<file path="src/rtl/sccb_slave.sv">
// sccb_slave: camera-side SCCB responder with a 256x8 register file.
// Read path is built only when SCCB_SLAVE_READ_EN is defined.
module sccb_slave #(
    parameter logic [7:0] DEV_ID      = 8'h60,
    parameter int         SYNC_STAGES = 2
) (
    input  logic       clk,
    input  logic       rst_n,
    input  logic       scl_i,
    input  logic       sda_i,
    output logic       sda_oe,
    output logic       wr_strobe,
    output logic [7:0] wr_addr,
    output logic [7:0] wr_data,
    input  logic [7:0] dbg_addr,
    output logic [7:0] dbg_data,
    output logic       busy
);

    typedef enum logic [3:0] {
        ST_IDLE,
        ST_ID,
        ST_ID_ACK,
        ST_SUB,
        ST_SUB_ACK,
        ST_WDATA,
        ST_WDATA_ACK,
`ifdef SCCB_SLAVE_READ_EN
        ST_RDATA,
        ST_RNA,
`endif
        ST_WAIT_STOP
    } state_t;

    localparam logic [6:0] ID7 = DEV_ID[7:1];

    logic [SYNC_STAGES-1:0] scl_sync_q;
    logic [SYNC_STAGES-1:0] sda_sync_q;
    logic                   scl_h_q;
    logic                   sda_h_q;
    logic                   scl_s;
    logic                   sda_s;
    logic                   scl_rise;
    logic                   scl_fall;
    logic                   start;
    logic                   stop;

    state_t      state_q, state_d;
    logic [3:0]  cnt_q, cnt_d;
    logic [7:0]  shift_q, shift_d;
    logic [7:0]  sub_q, sub_d;
    logic        oe_q, oe_d;
    logic        stb_q, stb_d;
    logic [7:0]  addr_q, addr_d;
    logic [7:0]  data_q, data_d;
    logic        we;
    logic        rx_phase;
    logic        byte_done;
    logic        id_hit;
    logic [7:0]  regfile_q [256];
`ifdef SCCB_SLAVE_READ_EN
    logic        rd_q, rd_d;
`endif

    assign scl_s     = scl_sync_q[SYNC_STAGES-1];
    assign sda_s     = sda_sync_q[SYNC_STAGES-1];
    assign scl_rise  = scl_s & ~scl_h_q;
    assign scl_fall  = ~scl_s & scl_h_q;
    assign start     = scl_s & sda_h_q & ~sda_s;
    assign stop      = scl_s & ~sda_h_q & sda_s;
    assign rx_phase  = (state_q == ST_ID) ||
                       (state_q == ST_SUB) ||
                       (state_q == ST_WDATA);
    assign byte_done = scl_fall && (cnt_q == 4'd8);
    assign id_hit    = (shift_q[7:1] == ID7);

    // Synchronize the bus pins; reset to the idle-high bus level.
    always_ff @(posedge clk or negedge rst_n) begin
        if (!rst_n) begin
            scl_sync_q <= '1;
            sda_sync_q <= '1;
            scl_h_q    <= 1'b1;
            sda_h_q    <= 1'b1;
        end else begin
            scl_sync_q <= {scl_sync_q[SYNC_STAGES-2:0], scl_i};
            sda_sync_q <= {sda_sync_q[SYNC_STAGES-2:0], sda_i};
            scl_h_q    <= scl_s;
            sda_h_q    <= sda_s;
        end
    end

    // State and datapath registers.
    always_ff @(posedge clk or negedge rst_n) begin
        if (!rst_n) begin
            state_q <= ST_IDLE;
            cnt_q   <= '0;
            shift_q <= '0;
            sub_q   <= '0;
            oe_q    <= 1'b0;
            stb_q   <= 1'b0;
            addr_q  <= '0;
            data_q  <= '0;
`ifdef SCCB_SLAVE_READ_EN
            rd_q    <= 1'b0;
`endif
        end else begin
            state_q <= state_d;
            cnt_q   <= cnt_d;
            shift_q <= shift_d;
            sub_q   <= sub_d;
            oe_q    <= oe_d;
            stb_q   <= stb_d;
            addr_q  <= addr_d;
            data_q  <= data_d;
`ifdef SCCB_SLAVE_READ_EN
            rd_q    <= rd_d;
`endif
        end
    end

    // Register file: cleared by reset, written on the data ACK rise.
    always_ff @(posedge clk or negedge rst_n) begin
        if (!rst_n) begin
            for (int i = 0; i < 256; i++) begin
                regfile_q[i] <= '0;
            end
        end else if (we) begin
            regfile_q[sub_q] <= shift_q;
        end
    end

    // Next-state logic: bus conditions first, then per-state bit events.
    always_comb begin
        state_d = state_q;
        cnt_d   = cnt_q;
        shift_d = shift_q;
        sub_d   = sub_q;
        oe_d    = oe_q;
        stb_d   = 1'b0;
        addr_d  = addr_q;
        data_d  = data_q;
        we      = 1'b0;
`ifdef SCCB_SLAVE_READ_EN
        rd_d    = rd_q;
`endif
        if (start) begin
            state_d = ST_ID;
            cnt_d   = '0;
            oe_d    = 1'b0;
        end else if (stop) begin
            state_d = ST_IDLE;
            oe_d    = 1'b0;
        end else begin
            if (scl_rise && rx_phase) begin
                shift_d = {shift_q[6:0], sda_s};
                cnt_d   = cnt_q + 4'd1;
            end
            unique case (state_q)
                ST_ID: begin
                    if (byte_done) begin
`ifdef SCCB_SLAVE_READ_EN
                        if (id_hit) begin
                            state_d = ST_ID_ACK;
                            oe_d    = 1'b1;
                            rd_d    = shift_q[0];
                        end else begin
                            state_d = ST_WAIT_STOP;
                        end
`else
                        if (id_hit && !shift_q[0]) begin
                            state_d = ST_ID_ACK;
                            oe_d    = 1'b1;
                        end else begin
                            state_d = ST_WAIT_STOP;
                        end
`endif
                    end
                end
                ST_ID_ACK: begin
                    if (scl_fall) begin
                        cnt_d   = '0;
                        oe_d    = 1'b0;
                        state_d = ST_SUB;
`ifdef SCCB_SLAVE_READ_EN
                        if (rd_q) begin
                            shift_d = regfile_q[sub_q];
                            oe_d    = ~regfile_q[sub_q][7];
                            state_d = ST_RDATA;
                        end
`endif
                    end
                end
                ST_SUB: begin
                    if (byte_done) begin
                        sub_d   = shift_q;
                        oe_d    = 1'b1;
                        state_d = ST_SUB_ACK;
                    end
                end
                ST_SUB_ACK: begin
                    if (scl_fall) begin
                        cnt_d   = '0;
                        oe_d    = 1'b0;
                        state_d = ST_WDATA;
                    end
                end
                ST_WDATA: begin
                    if (byte_done) begin
                        oe_d    = 1'b1;
                        state_d = ST_WDATA_ACK;
                    end
                end
                ST_WDATA_ACK: begin
                    if (scl_rise) begin
                        we     = 1'b1;
                        stb_d  = 1'b1;
                        addr_d = sub_q;
                        data_d = shift_q;
                    end else if (scl_fall) begin
                        oe_d    = 1'b0;
                        state_d = ST_WAIT_STOP;
                    end
                end
`ifdef SCCB_SLAVE_READ_EN
                ST_RDATA: begin
                    if (scl_rise) begin
                        cnt_d = cnt_q + 4'd1;
                    end else if (byte_done) begin
                        oe_d    = 1'b0;
                        state_d = ST_RNA;
                    end else if (scl_fall) begin
                        shift_d = {shift_q[6:0], 1'b0};
                        oe_d    = ~shift_q[6];
                    end
                end
                ST_RNA: begin
                    if (scl_fall) begin
                        state_d = ST_WAIT_STOP;
                    end
                end
`endif
                ST_IDLE, ST_WAIT_STOP: begin
                end
                default: begin
                    state_d = ST_IDLE;
                    oe_d    = 1'b0;
                end
            endcase
        end
    end

    assign sda_oe    = oe_q;
    assign wr_strobe = stb_q;
    assign wr_addr   = addr_q;
    assign wr_data   = data_q;
    assign dbg_data  = regfile_q[dbg_addr];
    assign busy      = (state_q != ST_IDLE);

endmodule

</file>
<file path="config.mk">
export PLATFORM = sky130hd
export DESIGN_NAME = sccb_slave
export DESIGN_NICKNAME = d
export VERILOG_FILES = /design/src/rtl/sccb_slave.sv
export SDC_FILE = /design/constraint.sdc
export NUM_CORES = 2
export LEC_CHECK = 0
export CORE_UTILIZATION = 58
export DETAILED_ROUTE_END_ITERATION = 8
export PLACE_DENSITY_LB_ADDON = 0.2
export SLEW_MARGIN = 5
export SYNTH_ARGS = -nofsm -noshare
export SYNTH_HDL_FRONTEND = slang
export SYNTH_SLANG_ARGS = --single-unit
export TNS_END_PERCENT = 10
</file>
<file path="constraint.sdc">
create_clock -name clk -period 2.6 [get_ports clk]
set_input_delay 0.26 -clock clk [delete_from_list [all_inputs] [get_ports clk]]
set_output_delay 0.26 -clock clk [all_outputs]
set_load 0.005 [all_outputs]
</file>
**Word-level counts from Yosys, hierarchy flattened**

Cells that the tools add are included.

- Memories kept: 0
- Output and inout bits: 27
- Flip-flop bits (word level): 2,096
- Memory bits (writable): 0
- Bits in read-only memories: 0
- Latch bits: 0
- Input port bits: 12
- Logic and storage cells: 357

- Multipliers: 0
- Magnitude comparators: 3
- Divide/modulo/power cells: 0
- Add/subtract/negate cells: 1
- Reductions and logical operators: 17
- Eq/ne operators: 20
- Muxes and demuxes: 34
- Shift operators: 0
- Bitwise logic cells: 14

Operators with widths:

| operator | count |
|---|---|
| $bwmux W2048 | 1 |
| $bmux W8 S8 | 1 |
| $demux W8 S8 | 1 |
| $mux W4 | 14 |
| $ne A4 B4 Y1 const B | 7 |
| $pmux W4 S7 | 1 |
| $mux W8 | 3 |
| $ge A9 B9 Y1 const B | 2 |
| $not A8 Y9 | 2 |
| $eq A4 B3 Y1 const B | 4 |
| $mux W1 | 11 |
| $lt A9 B1 Y1 const B | 1 |
| $eq A4 B2 Y1 const B | 2 |
| $reduce_and A4 Y1 | 2 |
| $reduce_and A8 Y1 | 1 |
| $eq A7 B6 Y1 const B | 1 |
| $and A1 B1 Y1 | 6 |
| $not A1 Y1 | 6 |
| $reduce_or A2 Y1 | 3 |
| $pmux W1 S5 | 1 |
| $reduce_and A5 Y1 | 1 |
| $add A4 B1 Y4 const B | 1 |
| $eq A4 B1 Y1 const B | 1 |
| $eq A4 B4 Y1 const B | 1 |
| other kinds (11) | 15 |

**Logic depth before layout (Yosys ltp)**

- Word-level depth: 9
- Depth in mapped cells: 11
- Gate-level depth less buffers: 8

**Least setup slack after synthesis**

No wires, ideal clock.

- Kind: input to output
- From: in dbg_addr[0]
- To: out dbg_data[2]
- Data required time: 2,340 ps
- Cell stages on the path: 8
- Data arrival time: 2,191 ps
- Path slack: 149 ps
- Path buffers: 3
- Cell sequence: buf_2 -> buf_2 -> buf_2 -> mux4_2 -> a221oi_1 -> o32ai_1 -> a211oi_1 -> nor4_1

- Cells in the longest elaborated chain, start to end: 4

Ends and longest elaborated chain:

| item | line | RTL |
|---|---|---|
| start: declaration | 15 | `input logic [7:0] dbg_addr,` |
| $not A8 Y9 (implied by the code) | 256 | `assign dbg_data = regfile_q[dbg_addr];` |
| $bmux W8 S8 | 256 |  |
| $mux W8 (implied by the code) (2 in a row) | 256 |  |
| end: declaration | 16 | `output logic [7:0] dbg_data,` |

No other way between the ends. The select of a mux whose other input is x is not followed.

**Final worst setup path**

- From: reg regfile_q[869] (netlist bit)
- To: out dbg_data[5]

- Cells in the longest elaborated chain, start to end: 3

Ends and longest elaborated chain:

| item | line | RTL |
|---|---|---|
| start: declaration | 60 | `logic [7:0] regfile_q [256];` |
| start signal: indexed assignment | 128 | `regfile_q[sub_q] <= shift_q;` |
| $bmux W8 S8 | 256 |  |
| $mux W8 (implied by the code) (2 in a row) | 256 |  |

No other way between the ends. The select of a mux whose other input is x is not followed.

==> out/results.ini <==
[routing]
post-route-drc-count=0
wire_per_inst_um=29.2
viasPerCell=6.45
vias=59500
postRouteAntennaNets=0
wl_mm=269
drtIter0Drc=4780
dr.pass1.iters=6

[die]
core_um2=163000
ios=39
start_util=0.585
die_w_um=407
die_h_um=407
rows=148
dieArea_um2=166000

[layout]
layout_commonest_cell=mux2_2
final_area_um2=115000
layout.nets=6886
syn2layout_area_growth_pct=20.2
final_core_util=0.703
layout_common_cells=2,082 x mux2_2, 2,081 x dfrtp_1, 626 x buf_4
layout-drive-gt1-share=0.580
diodes=0

[logic_synthesis]
async_reset_ff_frac=1.00
synth_cell_types=70
synth-seq-cells=2095
postSynthAreaPerCell_um2=15.3
synth_cells=6221
synth-edff-count=0
syn_area_um2=95400
ys_warn_count=0
ys_seq_area_frac=0.550
synth_nets=6235
synth_flop_cell=dfrtp_1

[pwr]
p_leak_nw=56.3
p_per_area_nw_per_um2=642
irDropWorstVdd_uv=1220

[outcome]
violations=setup timing
status=finished with violations

[global_route]
grt-ovfl-total=0
grt_start_max_net_pins=186
antenna_found_initial=5
track_usage=0.328
grt_pass1_vias=63100
grt_pass1_wl_mm=410

[min_path]
hold_path_class=register to register

[sta]
drv_slew=0
finalCritPeriodShare=1.37
relSlewSlack=0.276
final-setup-viol-count=834
period_needed_ns=3.57
skew_ns=0.0368
worst_slew_pin_slew_ns=1.09
postLayoutSetupSlackWorst_ns=-0.974
clock.fmax_ghz=0.280
hold_viol=0
rsz0062_at_grt=true

[critical_path]
crit_required_ns=2.34
crit_chain=mux4_2, a22oi_1, nand2_2, a2111oi_4, buf_4, nor4_4, buf_2
crit_buf_inv=2
crit_path_max_fanout=2
arrival_ns=3.31
end_kind=primary output
start_kind=register
path_delay_family=compound AO/OA/AOI/OAI gates
critPathSlowestCell=a2111oi_4
max_stage_delay_ns=0.56
criticalPathCategory=register to primary output

[placed_design]
routabilityCongestion=0.942
placed_area_um2=106000
port_buffers=38
dp_hpwl_mm=177

[clocking]
ctsLongestPathBuffers=3
insertion_delay_ns=0.88
root_buffer=clkbuf_16
cts_tree=done
cts_buffers=210
numClockSinks=2095
path_clk_slew_ns=0.06
h-tree-depth=4

[job]
maxCapViolCount=0

registers in the layout, summed over array words and instances, names as in the netlist, 3 cells and up:
name       count
regfile_q   2048
shift_q        8
sub_q          8
wr_addr        8
wr_data        8
cnt_q          4
state_q        3
area by class of cell:
| type | instances | area [um^2] |
|---|---|---|
| inverter | 9 | 33.8 |
| sequential | 2095 | 52500 |
| clock inverter | 74 | 986 |
| timing repair buffer | 935 | 9990 |
| fill | 10600 | 48400 |
| multi-input combinational | 3621 | 42100 |
| tap | 2175 | 2720 |
| clock buffer | 318 | 6280 |
worst register-to-register path: stages (launching register included):
cell       delay, ns
dfstp_2         0.59
xor2_4          0.11
a2111oi_4       0.33
buf_4           0.21
and2b_1         0.18
buf_6           0.13
and3b_2         0.22
buf_6           0.14
buf_12          0.18
buf_12          0.19
nand2_8         0.07
mux2_2          0.30
routing by layer:
| metal | GRT usage | up-vias | share of wire |
|---|---|---|---|
| li1 | - | 24700 | - |
| met1 | 0.444 | 32200 | 0.41 |
| met2 | 0.523 | 1979 | 0.48 |
| met3 | 0.0531 | 576 | 0.059 |
| met4 | 0.156 | 4 | 0.051 |
| met5 | 0 | - | 0.000078 |
kinds of logic after synthesis:
group           synth area share
xor+xnor                0.000276
buf+inv                   0.0237
fa+ha+maj               0.000262
compound gates            0.0318
flops                      0.550
mux                        0.367
simple gates              0.0275
power breakdown:
group	leakage, nW	switching, mW	internal, mW
combinational	23.4	6.78	2.00
sequential	29.2	0.440	32.7
clock	3.59	13.3	18.4
final timing paths:
kind / start / end / slack (ns) / depth (start not counted)
max in group asynchronous: rst_n / regfile_q[646]$_DFFE_PN0P_ / 0.90 / 4
max: regfile_q[869]$_DFFE_PN0P_ / dbg_data[5] / -0.97 / 7
min: sda_sync_q[0]$_DFF_PN1_ / sda_sync_q[1]$_DFF_PN1_ / 0.36 / 0
max reg2reg: sda_sync_q[1]$_DFF_PN1_ / regfile_q[1148]$_DFFE_PN0P_ / -0.18 / 11
min in group asynchronous: rst_n / regfile_q[1630]$_DFFE_PN0P_ / 0.56 / 3
min reg2reg: sda_sync_q[0]$_DFF_PN1_ / sda_sync_q[1]$_DFF_PN1_ / 0.36 / 0
through the flow:
step	hold WS, ns	setup WS (ns)	instances	TNS [ns]	power (mW)
floorplan	-0.0356	0.149	6221	0	37.8
global placement	0.256	-2.33	8824	-92.01	42.3
detailed placement	0.257	-2.05	8825	-123.47	42.4
CTS	0.322	-1.13	9226	-7.55	74.1
global route	0.348	-1.03	9227	-197.06	75.9
finish	0.359	-0.974	9227	-52.19	73.6
what timing repair did:
| action | CTS | global route |
|---|---|---|
| pin swaps | 38 | 29 |
| hold buffers | 5 | 0 |
| setup buffers | 9 | 9 |
| resized for setup | 175 | 215 |
| endpoints found under the setup margin | 1741 | 1335 |
| endpoints found under the hold margin | 1483 | 0 |
| gates cloned | 2 | 2 |
synth_stat cells (all sizes together) (8+ instances only):
cell type / instances / area share
nand2: 262 / 0.011
a21oi: 75 / 0.0039
nor4: 15 / 0.00098
a221oi: 26 / 0.0024
clkbuf: 336 / 0.013
and3: 10 / 0.00066
a31oi: 12 / 0.00079
dfrtp: 2089 / 0.55
a22oi: 117 / 0.0092
a22o: 21 / 0.0019
mux2: 2095 / 0.25
inv: 9 / 0.00035
nand3: 74 / 0.0065
o22ai: 33 / 0.0022
o32ai: 8 / 0.00073
o21ai: 34 / 0.0018
o221ai: 37 / 0.0034
nor3: 27 / 0.0016
nand2b: 15 / 0.00098
nand4: 9 / 0.00059
a211oi: 23 / 0.0018
nor2b: 18 / 0.0012
nor2: 40 / 0.0016
buf: 160 / 0.010
mux4: 434 / 0.10
mux2i: 160 / 0.017
No activity file was read; power rests on OpenSTA's default activity.
